==> src/rtl/alu_frame_responder.sv <==
// Framed echo/add/xor command responder between UART rx and tx streams.
// Optional 0xEE error reply: define ALU_FRAME_RESP_ERR_REPLY_EN.
module alu_frame_responder #(
    parameter int DATA_WIDTH = 8
) (
    input  logic                  clk,
    input  logic                  rst_n,
    input  logic [DATA_WIDTH-1:0] s_axis_tdata,
    input  logic                  s_axis_tvalid,
    output logic                  s_axis_tready,
    output logic [DATA_WIDTH-1:0] m_axis_tdata,
    output logic                  m_axis_tvalid,
    input  logic                  m_axis_tready,
    output logic                  busy_o,
    output logic                  err_o
);

    localparam logic [2:0] S_OPCODE  = 3'd0;
    localparam logic [2:0] S_RSVD    = 3'd1;
    localparam logic [2:0] S_LEN_LO  = 3'd2;
    localparam logic [2:0] S_LEN_HI  = 3'd3;
    localparam logic [2:0] S_PAYLOAD = 3'd4;
    localparam logic [2:0] S_RESULT  = 3'd5;
    localparam logic [2:0] S_DRAIN   = 3'd6;
`ifdef ALU_FRAME_RESP_ERR_REPLY_EN
    localparam logic [2:0] S_ERR     = 3'd7;
`endif

    localparam logic [7:0] OP_ECHO = 8'hEC;
    localparam logic [7:0] OP_ADD  = 8'hA0;
    localparam logic [7:0] OP_XOR  = 8'hB0;

    logic [2:0]  state_q;
    logic [7:0]  op_q;
    logic [7:0]  len_lo_q;
    logic [15:0] rem_q;
    logic [23:0] opnd_q;
    logic [31:0] acc_q;
    logic [1:0]  res_cnt_q;
    logic [7:0]  m_data_q;
    logic        m_valid_q;
    logic        err_q;
    logic        rdy_en_q;

    logic        s_acc;
    logic        m_xfer;
    logic        rdy_lvl;
    logic        is_echo;
    logic        is_add;
    logic        is_alu;
    logic        frame_bad;
    logic [15:0] len_w;
    logic [31:0] opnd_w;
    logic [31:0] acc_w;

    assign is_echo = (op_q == OP_ECHO);
    assign is_add  = (op_q == OP_ADD);
    assign is_alu  = is_add || (op_q == OP_XOR);

    assign len_w  = {s_axis_tdata, len_lo_q};
    assign opnd_w = {s_axis_tdata, opnd_q};
    assign acc_w  = is_add ? (acc_q + opnd_w) : (acc_q ^ opnd_w);

    // (len - 4) is a nonzero multiple of 4 iff len is a multiple of 4 above 4
    assign frame_bad = (len_w < 16'd4)
                     || !(is_echo || is_alu)
                     || (is_alu && ((len_w[1:0] != 2'd0) || (len_w == 16'd4)));

    always_comb begin
        rdy_lvl = 1'b0;
        case (state_q)
            S_OPCODE, S_RSVD,
            S_LEN_LO, S_LEN_HI: rdy_lvl = 1'b1;
            S_PAYLOAD: rdy_lvl = is_echo ? (!m_valid_q || m_axis_tready) : 1'b1;
            S_DRAIN:   rdy_lvl = (rem_q != 16'd0);
            default:   rdy_lvl = 1'b0;
        endcase
    end

    assign s_axis_tready = rdy_en_q && rdy_lvl;
    assign s_acc         = s_axis_tvalid && s_axis_tready;
    assign m_xfer        = m_valid_q && m_axis_tready;

    assign m_axis_tdata  = m_data_q;
    assign m_axis_tvalid = m_valid_q;
    assign busy_o        = (state_q != S_OPCODE);
    assign err_o         = err_q;

    always_ff @(posedge clk or negedge rst_n) begin
        if (!rst_n) begin
            state_q   <= S_OPCODE;
            op_q      <= 8'h00;
            len_lo_q  <= 8'h00;
            rem_q     <= 16'd0;
            opnd_q    <= 24'd0;
            acc_q     <= 32'd0;
            res_cnt_q <= 2'd0;
            m_data_q  <= 8'h00;
            m_valid_q <= 1'b0;
            err_q     <= 1'b0;
            rdy_en_q  <= 1'b0;
        end else begin
            rdy_en_q <= 1'b1;
            err_q    <= 1'b0;
            if (m_xfer) begin
                m_valid_q <= 1'b0;
            end
            case (state_q)
                S_OPCODE: begin
                    if (s_acc) begin
                        op_q    <= s_axis_tdata;
                        state_q <= S_RSVD;
                    end
                end
                S_RSVD: begin
                    if (s_acc) begin
                        state_q <= S_LEN_LO;
                    end
                end
                S_LEN_LO: begin
                    if (s_acc) begin
                        len_lo_q <= s_axis_tdata;
                        state_q  <= S_LEN_HI;
                    end
                end
                S_LEN_HI: begin
                    if (s_acc) begin
                        acc_q  <= 32'd0;
                        opnd_q <= 24'd0;
                        rem_q  <= (len_w < 16'd4) ? 16'd0 : (len_w - 16'd4);
                        if (frame_bad) begin
                            err_q   <= 1'b1;
                            state_q <= S_DRAIN;
                        end else if (is_echo && (len_w == 16'd4)) begin
                            state_q <= S_OPCODE;
                        end else begin
                            state_q <= S_PAYLOAD;
                        end
                    end
                end
                S_PAYLOAD: begin
                    if (s_acc) begin
                        rem_q <= rem_q - 16'd1;
                        if (is_echo) begin
                            m_data_q  <= s_axis_tdata;
                            m_valid_q <= 1'b1;
                            if (rem_q == 16'd1) begin
                                res_cnt_q <= 2'd0;
                                state_q   <= S_RESULT;
                            end
                        end else begin
                            // rem counts down, so rem mod 4 gives the byte lane
                            case (rem_q[1:0])
                                2'd0:    opnd_q[7:0]   <= s_axis_tdata;
                                2'd3:    opnd_q[15:8]  <= s_axis_tdata;
                                2'd2:    opnd_q[23:16] <= s_axis_tdata;
                                default: acc_q         <= acc_w;
                            endcase
                            if (rem_q == 16'd1) begin
                                m_data_q  <= acc_w[7:0];
                                m_valid_q <= 1'b1;
                                acc_q     <= {8'h00, acc_w[31:8]};
                                res_cnt_q <= 2'd3;
                                state_q   <= S_RESULT;
                            end
                        end
                    end
                end
                S_RESULT: begin
                    if (m_xfer) begin
                        if (res_cnt_q != 2'd0) begin
                            m_data_q  <= acc_q[7:0];
                            m_valid_q <= 1'b1;
                            acc_q     <= {8'h00, acc_q[31:8]};
                            res_cnt_q <= res_cnt_q - 2'd1;
                        end else begin
                            state_q <= S_OPCODE;
                        end
                    end
                end
                S_DRAIN: begin
                    if (rem_q == 16'd0) begin
`ifdef ALU_FRAME_RESP_ERR_REPLY_EN
                        m_data_q  <= 8'hEE;
                        m_valid_q <= 1'b1;
                        state_q   <= S_ERR;
`else
                        state_q   <= S_OPCODE;
`endif
                    end else if (s_acc) begin
                        rem_q <= rem_q - 16'd1;
                    end
                end
`ifdef ALU_FRAME_RESP_ERR_REPLY_EN
                S_ERR: begin
                    if (m_xfer) begin
                        state_q <= S_OPCODE;
                    end
                end
`endif
                default: state_q <= S_OPCODE;
            endcase
        end
    end

endmodule

==> config.mk <==
export PLATFORM = sky130hd
export DESIGN_NAME = alu_frame_responder
export DESIGN_NICKNAME = d
export VERILOG_FILES = /design/src/rtl/alu_frame_responder.sv
export SDC_FILE = /design/constraint.sdc
export NUM_CORES = 1
export LEC_CHECK = 0
export CORE_ASPECT_RATIO = 0.5
export CORE_UTILIZATION = 45
export DETAILED_ROUTE_END_ITERATION = 6
export PLACE_DENSITY_LB_ADDON = 0.05
export SETUP_SLACK_MARGIN = 0.02
export SLEW_MARGIN = 20
export SYNTH_ARGS = -nofsm -noshare
export SYNTH_HDL_FRONTEND = slang
export SYNTH_SLANG_ARGS = --single-unit
==> constraint.sdc <==
create_clock -name clk -period 8.51 [get_ports clk]
set_input_delay 0.851 -clock clk [delete_from_list [all_inputs] [get_ports clk]]
set_output_delay 0.851 -clock clk [all_outputs]
set_load 0.005 [all_outputs]
==> results by group, run 1 <==
Status
  • Status: finished clean

Critical path
  • Worst setup EP type: register
  • WP data arrival: 3.96 ns
  • R2R cell count: 7
  • Reg-to-reg endpoint: acc_q[20]
  • Reg2Reg Setup Slack: 4.83 ns
  • Worst Path Max Fanout: 25
  • Crit path kind: register to register
  • Reg2reg start: rem_q[2]
  • WP data required: 8.79 ns
  • Startpoint Class: register

Route
  • Number of iterations in the first detailed-routing pass: 5
  • Wire per inst: 20.9 um
  • Routed vias/inst: 6.21
  • Post-Route WL: 23,300 um
  • Vias: 6,930
  • DRT iter0 DRCs: 636
  • Detail Route Antenna Nets: 0
  • DRC errors left: 0

Timing
  • Fin worst setup slack: 4.83 ns
  • Setup violators final: 0
  • Final hold violations: 0
  • Final worst-path cycle share: 43.2%
  • Final Critical Period: 3.68 ns
  • RSZ-0062 raised after global routing: false
  • Sum Neg Setup Slack: 0 ns
  • Slew HR: 21.2%
  • Fmax: 0.272 GHz
  • Setup Skew: 0.0210 ns
  • Max Slew Vio Count: 0
  • Worst-margin pin slew: 1.18 ns

Worst hold path
  • Worst hold path type: register to register
  • Hold path cells: 1
  • Hold wc startpoint: m_axis_tdata[1]
  • Hold EP: m_axis_tdata[1]

CTS
  • CTS root buf: clkbuf_16
  • CTS clk-pin slew, worst paths: 0.08 ns
  • Post-CTS Setup Bufs: 0
  • Total CTS buffers: 9
  • Clock buffer depth: 2
  • CTS Hold Buffers Added: 0
  • H-tree levels: 3
  • CTS tree: built
  • CTS resizes: 0
  • TritonCTS sink count: 104
  • Worst-skew pair later-pin latency: 0.38 ns

Power
  • Sw Ratio: 44.8%
  • Pwr dens: 261 nW/um^2
  • Clk pwr share: 20.8%
  • Leakage: 3.47 nW
  • Final Power: 2.16 mW
  • Comb pwr share: 41.7%
  • Sequential share of power: 37.5%
  • VDD IR-drop max: 0.140 mV
  • Net Sw Power: 0.966 mW
  • P_int: 1.19 mW

Placement
  • Final GP Congestion: 0.959
  • Dpl ws: 4.64 ns
  • IO Port Bufs: 23
  • DP Area: 7960 um^2
  • DP HPWL: 16,900 um

Layout
  • Layout area overhead: 8.63%
  • # diodes: 0
  • Final Util: 50.2%
  • Final instance area: 8270 um^2
  • Share of post-route cells with drive strength above 1: 9.67%
  • Layout Nets: 936

Die
  • Starting Density: 46.2%
  • Die H: 94.0 um
  • Num ports: 24
  • Die width: 186 um
  • Die area: 17,500 um^2
  • Core box area: 16,500 um^2
  • Site Rows: 33

Global route
  • Vias in the first global route: 6,208
  • GR Util All Layers: 27.7%
  • Initial antenna violation count: 0
  • Largest net degree at the start of global routing: 60
  • Gr ovfl total: 0
  • First-pass GRT wire length: 36,100 um

Run
  • Max Cap Viol: 0

Synth
  • Synthesized cell area: 7610 um^2
  • Synth cell types: 79
  • Top cells by area, synth: dfrtp_1 34%, ha_1 6.4%, mux2_2 5.6%
  • Top_reg_cell synth: dfrtp_1
  • Async SR Flop Fraction: 100%
  • Leading area contributor after synthesis: dfrtp_1
  • Top cells by count, synth: 104 x dfrtp_1, 97 x nand2_1, 80 x a21oi_1, 77 x nor2_1, 62 x o21ai_0
  • Synth warn: 0
  • Seq cells post-synth: 104
  • Yosys top cell area share: 34.2%
  • EDFF count, synth: 0
  • Top-count cell post-synth: dfrtp_1
  • Seq/Total Area, Yosys: 34.2%
  • Syn Area/Cell: 8.49 um^2
  • Syn Nets: 949
  • Cell count after synthesis: 897
sequential cells by signal, indices dropped and copies added, names as in the netlist, 2 cells and up:
name and count:
len_lo_q 8, res_cnt_q 2, opnd_q 24, acc_q 32, rem_q 16, op_q 8
state_q 3, m_axis_tdata 8
power groups by stage:
stage / clock network (mW) / logic [mW] / registers (mW)
finish: 0.449 / 0.901 / 0.809
global route: 0.477 / 0.993 / 0.828
CTS: 0.460 / 0.890 / 0.804
detailed placement: 0 / 0.888 / 0.811
global placement: 0 / 0.880 / 0.810
floorplan: 0 / 0.691 / 0.743
routing by layer:
layer	global-route usage, %	routed length (um)	up-vias
met4	6.28	381	0
met2	40.5	9900	247
met5	0	0	-
met1	40.7	11300	3398
met3	6.67	1700	37
li1	-	-	3248
critical path: stages (launching register included):
cell	delay, ns
dfrtp_1	0.47
nor4_4	0.47
and3_1	0.49
a41oi_2	0.20
o21bai_2	0.58
o31a_1	1.03
a221oi_1	0.13
o22ai_1	0.24
layout by cell type (no fill, tap or decap), drive strengths merged, types with 23 or more instances in the layout:
cell type  count
o21ai         84
nand2         98
nor3          27
inv           27
nand3         23
dfrtp        104
xnor2         26
mux2          40
nor2          78
a21oi         83
ha            39
stage by stage:
step / instances / hold WS, ns
after floorplan: 897 / 0.464
after global placement: 1100 / 0.463
after detailed placement: 1100 / 0.467
after CTS: 1116 / 0.487
after global routing: 1116 / 0.514
final: 1116 / 0.479
kinds of logic after synthesis:
family                     count (synthesis)  share of synthesized area (%)
muxes                                     49                           7.10
AOI/OAI and AO/OA                        291                           24.4
other                                      1                         0.0493
buffers and inverters                     78                           4.42
xor gates and xnor gates                  40                           4.60
DFF                                      104                           34.2
and+or+nand+nor                          294                           18.6
adders and majority gates                 40                           6.67
worst max path at each step:
| stage | start | cells after the start | to | slack (ns) |
|---|---|---|---|---|
| after floorplan | acc_q[0] | 12 | acc_q[22] | 5.68 |
| after global placement | m_axis_tready | 10 | acc_q[21] | 4.70 |
| after detailed placement | m_axis_tready | 10 | acc_q[21] | 4.64 |
| after CTS | rem_q[2] | 8 | acc_q[19] | 4.91 |
| after global routing | rem_q[2] | 8 | acc_q[19] | 4.61 |
| final | rem_q[2] | 7 | acc_q[20] | 4.83 |
final cells by class:
| cell class | instances | area [um^2] |
|---|---|---|
| clock buffers | 9 | 225 |
| well taps | 227 | 284 |
| fillers | 1529 | 8200 |
| flip-flops and latches | 104 | 2600 |
| repair buffers | 31 | 288 |
| multi-input cells | 715 | 4700 |
| clock inverters | 7 | 88.8 |
| inverters | 23 | 86.3 |
(Power assumes the default switching activity.)
==> run 2: changes to the inputs <==
==> constraint.sdc (replaced) <==
create_clock -name clk -period 3.1 [get_ports clk]
set_input_delay 0.31 -clock clk [delete_from_list [all_inputs] [get_ports clk]]
set_output_delay 0.31 -clock clk [all_outputs]
set_load 0.005 [all_outputs]
==> run 2 against run 1 <==
Compared with the run above:
- the flow now finishes with violations (negative hold slack, negative setup slack)
- utilization grew 3.1 points
- global-route usage is 0.62 points higher
- cell area rose by 6.2%
- sequential power grew to 2.7 times the previous value
- largest cell class unchanged
- largest power group unchanged
==> results by group, run 2 (synthesized netlist as in run 1, its figures left out) <==
Timing
  • Worst-margin pin slew: 0.900 ns (-0.282 ns)
  • Hold_ws: -0.0108 ns (-0.490 ns)
  • Final Critical Period: 3.14 ns (-0.535 ns)
  • Final worst-path cycle share: 101% (+58 points)
  • Fmax: 0.318 GHz (+17%)
  • Setup Skew: 0.0139 ns (-0.00714 ns)
  • Slew HR: 40.0% (+19 points)
  • RSZ-0062 raised after global routing: true
  • Fin worst setup slack: -0.0430 ns (-4.87 ns)
  • Setup violators final: 1 (+1)
  • Final hold violations: 6 (+6)
  • Max Slew Vio Count: 0 (unchanged)

CTS
  • CTS tree: built
  • CTS clk-pin slew, worst paths: 0.09 ns (about the same)
  • Clock buffer depth: 2 (unchanged)
  • Worst-skew pair later-pin latency: 0.37 ns (about the same)
  • Total CTS buffers: 9 (unchanged)
  • CTS Hold Buffers Added: 0 (unchanged)
  • CTS root buf: clkbuf_16
  • TritonCTS sink count: 104 (unchanged)
  • H-tree levels: 3 (unchanged)

Layout
  • Fillers: 1,516 (-0.85%)
  • Layout area overhead: 15.3%
  • Final Non-Filler Cells: 1,172 (+5.0%)
  • Biggest regs: acc_q x32, opnd_q x24, rem_q x16
  • Leading cell type in the layout, fill and taps excluded: dfrtp_1
  • Share of post-route cells with drive strength above 1: 16.4% (+6.8 points)
  • Top reg by flops: acc_q
  • Final instance area: 8780 um^2 (+6.2%)
  • Final Util: 53.3% (+3.1 points)
  • Number of flip-flops in the largest register: 32 (unchanged)
  • Layout Nets: 990 (+5.8%)
  • Leading cell types in the layout, fill and taps excluded: 104 x dfrtp_1, 97 x nand2_1, 78 x a21oi_1

Global route
  • Largest net degree at the start of global routing: 56 (-6.7%)
  • Initial antenna violation count: 2 (+2)
  • Gr ovfl total: 0 (unchanged)
  • Global routing's busiest layer: met1
  • Met2 Track Usage GR: 40.2% (-0.31 points)
  • First-pass GRT wire length: 37,200 um (+3.0%)
  • Vias in the first global route: 6,518 (+5.0%)
  • GR Util All Layers: 28.3% (+0.62 points)
  • Met1 usage: 43.8% (+3.2 points)
  • Grt met3 use: 5.70% (-0.97 points)

Placement
  • Dpl cells: 1,146 (+4.2%)
  • Final GP Congestion: 0.928 (-3.2%)
  • DP HPWL: 17,800 um (+5.7%)
  • DP Area: 8330 um^2 (+4.7%)
  • IO Port Bufs: 23 (unchanged)

Route
  • Post-Route WL: 23,700 um (+1.5%)
  • DRC errors left: 0 (unchanged)
  • DRT iter0 DRCs: 740 (+16%)
  • Number of iterations in the first detailed-routing pass: 7 (+2)
  • Wire per inst: 20.2 um (-3.3%)
  • Detail Route Antenna Nets: 0 (unchanged)
  • Routed vias/inst: 6.07 (-2.3%)
  • Vias: 7,112 (+2.6%)

Critical path
  • Reg2reg start: acc_q[0]
  • CP endpoint: acc_q[22]
  • Worst setup EP type: register
  • Worst Path Max Fanout: 3 (-88%)
  • Reg2Reg Setup Slack: -0.04 ns (-4.87 ns)
  • Crit path kind: register to register
  • Startpoint Class: register
  • R2R cell count: 12 (+5)
  • WP data arrival: 3.45 ns (-0.51 ns)
  • WP data required: 3.41 ns (-5.38 ns)
  • Critical Path Start: acc_q[0]
  • Reg-to-reg endpoint: acc_q[22]

Status
  • Status: complete, but fails checks
  • Failing checks: negative hold slack, negative setup slack

Die
  • Site Rows: 33 (unchanged)
  • Die area: 17,500 um^2 (unchanged)
  • Num ports: 24 (unchanged)
  • Die width: 186 um (unchanged)
  • Die H: 94.0 um (unchanged)
  • Core box area: 16,500 um^2 (unchanged)
  • Starting Density: 46.2% (unchanged)

Run
  • Max Cap Viol: 0 (unchanged)

Power
  • Pwr dens: 698 nW/um^2 (+170%)
  • VDD IR-drop max: 0.306 mV (+120%)
  • Leakage: 3.75 nW (+7.9%)

Worst hold path
  • Worst hold path type: input port to async pin
==> run 2: where the power goes <==
group | internal [mW] | switching [mW]
clock | 0.593 | 0.640
sequential | 1.74 | 0.405
combinational | 1.10 | 1.64
==> run 2: through the flow <==
stage | power [mW] | setup TNS, ns | worst slack (ns)
3_5_place_dp | 4.82 | -0.0326 | -0.0326
6_report | 6.13 | -0.0430 | -0.0430
4_1_cts | 6.08 | 0 | 0.0246
2_1_floorplan | 3.94 | 0 | 0.265
3_3_place_gp | 4.79 | 0 | 0.0675
5_1_grt | 6.52 | -0.131 | -0.0915
==> run 2: final cells by class <==
type | count | area (um^2) | area share, %
Inverter | 23 | 86.3 | 0.983
Multi-Input combinational cell | 715 | 4770 | 54.3
Antenna cell | 2 | 5.00 | 0.0570
Clock buffer | 9 | 225 | 2.57
Clock inverter | 7 | 88.8 | 1.01
Sequential cell | 104 | 2600 | 29.6
Timing Repair Buffer | 85 | 718 | 8.18
Tap cell | 227 | 284 | 3.23
==> run 2: worst min-delay path by stage <==
stage | end | start | slack (ns) | cells after the start
CTS | rem_q[6] | rst_n | 0.03 | 1
global placement | rem_q[7] | rst_n | 0.44 | 1
floorplan | acc_q[0] | rst_n | 0.01 | 0
finish | rem_q[6] | rst_n | -0.01 | 1
detailed placement | rdy_en_q | rst_n | 0.42 | 1
global route | err_o | rst_n | 0.05 | 1
==> run 2: timing repair <==
item / in CTS / in global routing
endpoints found under the setup margin: 2 / 8
buffers inserted: 2 / 6
gates resized for setup: 2 / 15
pin swaps: 2 / 5
==> run 2: worst max-delay path, stage by stage, from the launching register on <==
cell       delay, ns
dfrtp_1         0.38
ha_2            0.20
inv_2           0.04
fa_2            0.33
and2b_2         0.31
o21bai_4        0.09
a2111oi_4       0.39
nor3_2          0.11
a221o_1         0.37
and2_4          0.15
or4_1           0.46
o21ai_1         0.09
a31o_1          0.15
==> run 2: layer usage <==
layer  part of all wire, %  up-vias  wire length, um
li1                      -     3360                -
met1                    50     3456            11900
met2                    41      274             9710
met3                   7.7       22             1830
met4                   1.0        0              245
met5                     0        -                0
==> run 3: changes to the inputs <==
--- a/config.mk
+++ b/config.mk
@@ -14,3 +14,4 @@
 export SYNTH_ARGS = -nofsm -noshare
 export SYNTH_HDL_FRONTEND = slang
 export SYNTH_SLANG_ARGS = --single-unit
+export TNS_END_PERCENT = 20
==> run 3 against run 2 <==
Compared with the run above:
- the flow finishes with violations (negative hold slack)
- sequential cell count unchanged
- critical path depth did not move
- register-to-register slack improved by 0.06 ns
- utilization about the same
- sequential power hardly changed
- power up 0.10%
- die area is the same
- cell count is essentially flat
- sequential share of layout area about the same
- cell area is essentially flat
- clock skew decreased by 0.00068 ns
- critical endpoint unchanged
- largest power group unchanged
==> results by group, run 3 (synthesized netlist as in run 1, its figures left out) <==
Placement
  • DP HPWL: 17,800 um (unchanged)
  • IO Port Bufs: 23 (unchanged)
  • Final GP Congestion: 0.928 (unchanged)

Critical path
  • R2R cell count: 12 (unchanged)
  • Top Family by Delay on Critical Path: compound AO/OA/AOI/OAI gates
  • Worst path cell trace: ha_2 > inv_2 > fa_2 > and2b_2 > o21bai_4 > a2111oi_4 > nor3_2 > a221o_1 > and2_4 > or4_1 > o21ai_1 > a31o_1
  • Startpoint Class: register
  • Worst Path Max Fanout: 3 (unchanged)
  • Crit-path max cell delay: 0.45 ns (about the same)
  • Reg2Reg Setup Slack: 0.01 ns (+0.06 ns)
  • Slowest cell on the critical path: or4_1
  • Reg-to-reg endpoint: acc_q[22]
  • Critical Path Start: acc_q[0]
  • Reg2reg start: acc_q[0]
  • Worst setup EP type: register
  • Crit path kind: register to register
  • WP data required: 3.41 ns (about the same)
  • Worst Path Buf+Inv: 1 (unchanged)
  • WP data arrival: 3.40 ns (-0.05 ns)

Die
  • Die area: 17,500 um^2 (unchanged)
  • Num ports: 24 (unchanged)
  • Core box area: 16,500 um^2 (unchanged)
  • Die width: 186 um (unchanged)
  • Starting Density: 46.2% (unchanged)
  • Site Rows: 33 (unchanged)
  • Die H: 94.0 um (unchanged)

Global route
  • Gr ovfl total: 0 (unchanged)
  • Vias in the first global route: 6,518 (unchanged)
  • Largest net degree at the start of global routing: 56 (unchanged)
  • First-pass GRT wire length: 37,200 um (unchanged)
  • GR Util All Layers: 28.3% (unchanged)
  • Initial antenna violation count: 2 (unchanged)

Timing
  • Hold_ws: -0.00915 ns (+0.00165 ns)
  • Setup Skew: 0.0132 ns (-0.000677 ns)
  • RSZ-0062 raised after global routing: true
  • Final worst-path cycle share: 99.6% (-1.8 points)
  • Max Slew Vio Count: 0 (unchanged)
  • Sum Neg Setup Slack: 0 ns (+0.0430 ns)
  • Setup violators final: 0 (-1)
  • Worst-margin pin slew: 0.900 ns (unchanged)
  • Final hold violations: 6 (unchanged)
  • Slew HR: 40.0% (unchanged)
  • Final Critical Period: 3.09 ns (-0.0566 ns)
  • Fmax: 0.324 GHz (+1.8%)

Route
  • DRC errors left: 0 (unchanged)
  • Number of iterations in the first detailed-routing pass: 5 (-2)
  • Wire per inst: 20.2 um (+0.17%)
  • DRT iter0 DRCs: 703 (-5.0%)
  • Vias: 7,124 (+0.17%)
  • Routed vias/inst: 6.08 (+0.25%)
  • Post-Route WL: 23,700 um (about the same)
  • Detail Route Antenna Nets: 0 (unchanged)

CTS
  • H-tree levels: 3 (unchanged)
  • TritonCTS sink count: 104 (unchanged)
  • Worst-skew pair later-pin latency: 0.37 ns (about the same)
  • Total CTS buffers: 9 (unchanged)
  • CTS root buf: clkbuf_16
  • Clock buffer depth: 2 (unchanged)
  • CTS Hold Buffers Added: 0 (unchanged)
  • CTS tree: built
  • CTS clk-pin slew, worst paths: 0.08 ns (about the same)

Layout
  • Top reg by flops: acc_q
  • Number of flip-flops in the largest register: 32 (unchanged)
  • Leading cell types in the layout, fill and taps excluded: 104 x dfrtp_1, 97 x nand2_1, 78 x a21oi_1
  • Layout area overhead: 15.2% (about the same)
  • Final Util: 53.2% (about the same)
  • Layout Nets: 989 (-0.10%)
  • Biggest regs: acc_q x32, opnd_q x24, rem_q x16
  • Share of post-route cells with drive strength above 1: 16.3% (-0.089 points)
  • Leading cell type in the layout, fill and taps excluded: dfrtp_1

Worst hold path
  • Worst hold path type: input port to async pin

Power
  • Pwr dens: 699 nW/um^2 (+0.19%)
  • Leakage: 3.74 nW (-0.11%)
  • VDD IR-drop max: 0.306 mV (about the same)
  • Final Power: 6.13 mW (+0.10%)

Run
  • Max Cap Viol: 0 (unchanged)

Status
  • Status: complete, but fails checks
  • Failing checks: negative hold slack
[run 3: changes by cell type in the layout (fill, tap and decap cells not counted), sizes merged]
cell  change
buf       -1
[run 3: worst max-delay path by stage]
stage                            to  slack [ns]  depth (start not counted)
after CTS                 acc_q[16]        0.02                         12
after detailed placement  acc_q[16]       -0.03                         12
after global routing      acc_q[22]       -0.07                         12
after global placement    acc_q[22]        0.07                         12
after floorplan           acc_q[22]        0.27                         12
final                     acc_q[22]        0.01                         12
[run 3: area by class of cell]
class                           instances  area, um^2
Fill cell                            1515        7700
Multi-Input combinational cell        715        4770
Sequential cell                       104        2600
Timing Repair Buffer                   84         711
Tap cell                              227         284
Clock buffer                            9         225
Clock inverter                          7        88.8
Inverter                               23        86.3
Antenna cell                            2        5.00
[run 3: through the flow]
step / cells / instance area (um^2) / setup WS, ns
after detailed placement: 1146 / 8330 / -0.0326
after floorplan: 897 / 7610 / 0.265
final: 1171 / 8770 / 0.0136
after global placement: 1146 / 8330 / 0.0675
after global routing: 1169 / 8770 / -0.0737
after CTS: 1164 / 8660 / 0.0246
[run 3: worst reg2reg max path, cell delays in order, from the launching register on]
cell and delay [ns]:
dfrtp_1 0.38, ha_2 0.20, inv_2 0.04, fa_2 0.33, and2b_2 0.31, o21bai_4 0.09
a2111oi_4 0.36, nor3_2 0.11, a221o_1 0.37, and2_4 0.15, or4_1 0.45, o21ai_1 0.08
a31o_1 0.15
[run 3: timing repair]
action | in CTS | in global routing
resized for setup | 2 | 15
endpoints found under the setup margin | 2 | 8
pin swaps | 2 | 5
buffers inserted | 2 | 5
[run 3: layer usage]
metal | up-vias | global-route usage, % | wire [um]
met1 | 3485 | 43.8 | 11900
met3 | 16 | 5.70 | 1770
met2 | 259 | 40.2 | 9820
li1 | 3364 | - | -
met5 | - | 0 | 0
met4 | 0 | 4.78 | 173
[run 3: where the power goes]
group          total, mW  internal (mW)  switching, mW
Sequential          2.15           1.74          0.407
Clock               1.24          0.594          0.644
Combinational       2.74           1.10           1.64
Total               6.13           3.44           2.69
==> patch: new RTL, settings of run 2 <==
Make the reset (`rst_n`) synchronous in one clocked block.
--- a/src/rtl/alu_frame_responder.sv
+++ b/src/rtl/alu_frame_responder.sv
@@ -87,5 +87,5 @@
     assign err_o         = err_q;
 
-    always_ff @(posedge clk or negedge rst_n) begin
+    always_ff @(posedge clk) begin
         if (!rst_n) begin
             state_q   <= S_OPCODE;
Behaviour: differs if rst_n is asserted again (counterexample within 4 cycles, from zero or initial values and one cycle with rst_n low); with rst_n held inactive, the same outputs for 10 cycles.
==> patch against run 2 <==
- sequential cell count stayed put
- synthesized cell count is 8.0% higher
- wire length is 8.6% higher
- cell area is 5.2% lower
- worst setup slack better by 250 ps
- die area is 3.1% lower
- fmax is 8.8% higher
- synthesized area is 3.2% lower
- non-clock buffer count is 3 lower
- critical endpoint is now s_axis_tready
Power is not compared: it rests on default switching activity, and its combinational part moved more than twofold at a synthesized area within 25%.
==> patch: results (changes against run 2) <==
| Metric | Value |
|---|---|
| Status | `finished, final reports clean (was complete, but fails checks)` |
| Arrival time at the worst endpoint | `2580 ps (was 3450 ps)` |
| DP Worst Slack | `50.3 ps (was -32.6 ps)` |
| Reg2reg end | `acc_q[3] (was acc_q[22])` |
| Proportion of synthesized area in mux cells | `6.11% (was 7.10%)` |
| Design Power | `2.91 mW` |
| Register area share after synthesis | `28.2% (was 34.2%)` |
| Kind of cell adding the most delay to the critical path | `simple AND/OR/NAND/NOR gates (was compound AO/OA/AOI/OAI gates)` |
| Critical path origin | `rem_q[4] (was acc_q[0])` |
| Setup Buffers After CTS | `0 (was 2)` |
| Mapped Avg Cell Area | `7.61 um^2 (was 8.49 um^2)` |
| Critical path fanouts, max | `9 (was 3)` |
| Resize count post-CTS | `0 (was 2)` |
| M1 wire length | `12.0 mm (was 11.9 mm)` |
| Setup crit end | `s_axis_tready (was acc_q[22])` |
| Reg2Reg Depth | `10 (was 12)` |
| Synth Area in XOR/XNOR | `4.28% (was 4.60%)` |
| Initial DRC count | `678 (was 740)` |
| Syn_nets | `1021 (was 949)` |
| DR vias/cell | `6.05 (was 6.07)` |
| Vias in the first global route | `6855 (was 6518)` |
| Synth area leaders | `dfxtp_1, ha_1, nor2_1 (was dfrtp_1, ha_1, mux2_2)` |
| First-pass GRT wire length | `39.7 mm (was 37.2 mm)` |
| Routing usage on met1 | `43.0% (was 43.8%)` |
| DR vias | `7369 (was 7112)` |
| RePlAce Congestion | `1.00 (was 0.928)` |
| Largest net degree at the start of global routing | `62 (was 56)` |
| Share of layout cells above drive strength 1 | `10.2% (was 16.4%)` |
| Crit path max-delay cell type | `or4_4 (was or4_1)` |
| Met3 usage | `5.98% (was 5.70%)` |
| Slowest stage delay, CP | `580 ps (was 460 ps)` |
| Fmax | `346 MHz (was 318 MHz)` |
| Met2 Usage GRT | `48.1% (was 40.2%)` |
==> patch: cell types whose count changed in the layout (fill, tap and decap cells not counted), moves of 6 or more <==
cell / before / now
a22oi_1: 9 / 18
a21oi_1: 78 / 67
dfrtp_1: 104 / 0
mux2_2: 38 / 0
a21o_1: 15 / 4
mux2i_1: 9 / 45
o21a_1: 11 / 5
nor2_1: 76 / 127
nor4_1: 2 / 11
dfxtp_1: 0 / 104
nand2_1: 97 / 89
nor2b_1: 2 / 9
o21ai_0: 62 / 77
or3_1: 5 / 13
==> patch: cell type report <==
cell class / instances / area [um^2] / area share [%]
Clock inverter: 7 / 68.8 / 0.827
Sequential cell: 104 / 2080 / 25.0
Tap cell: 221 / 277 / 3.32
Timing Repair Buffer: 82 / 673 / 8.09
Clock buffer: 9 / 225 / 2.71
Inverter: 22 / 82.6 / 0.992
Multi-Input combinational cell: 773 / 4920 / 59.1
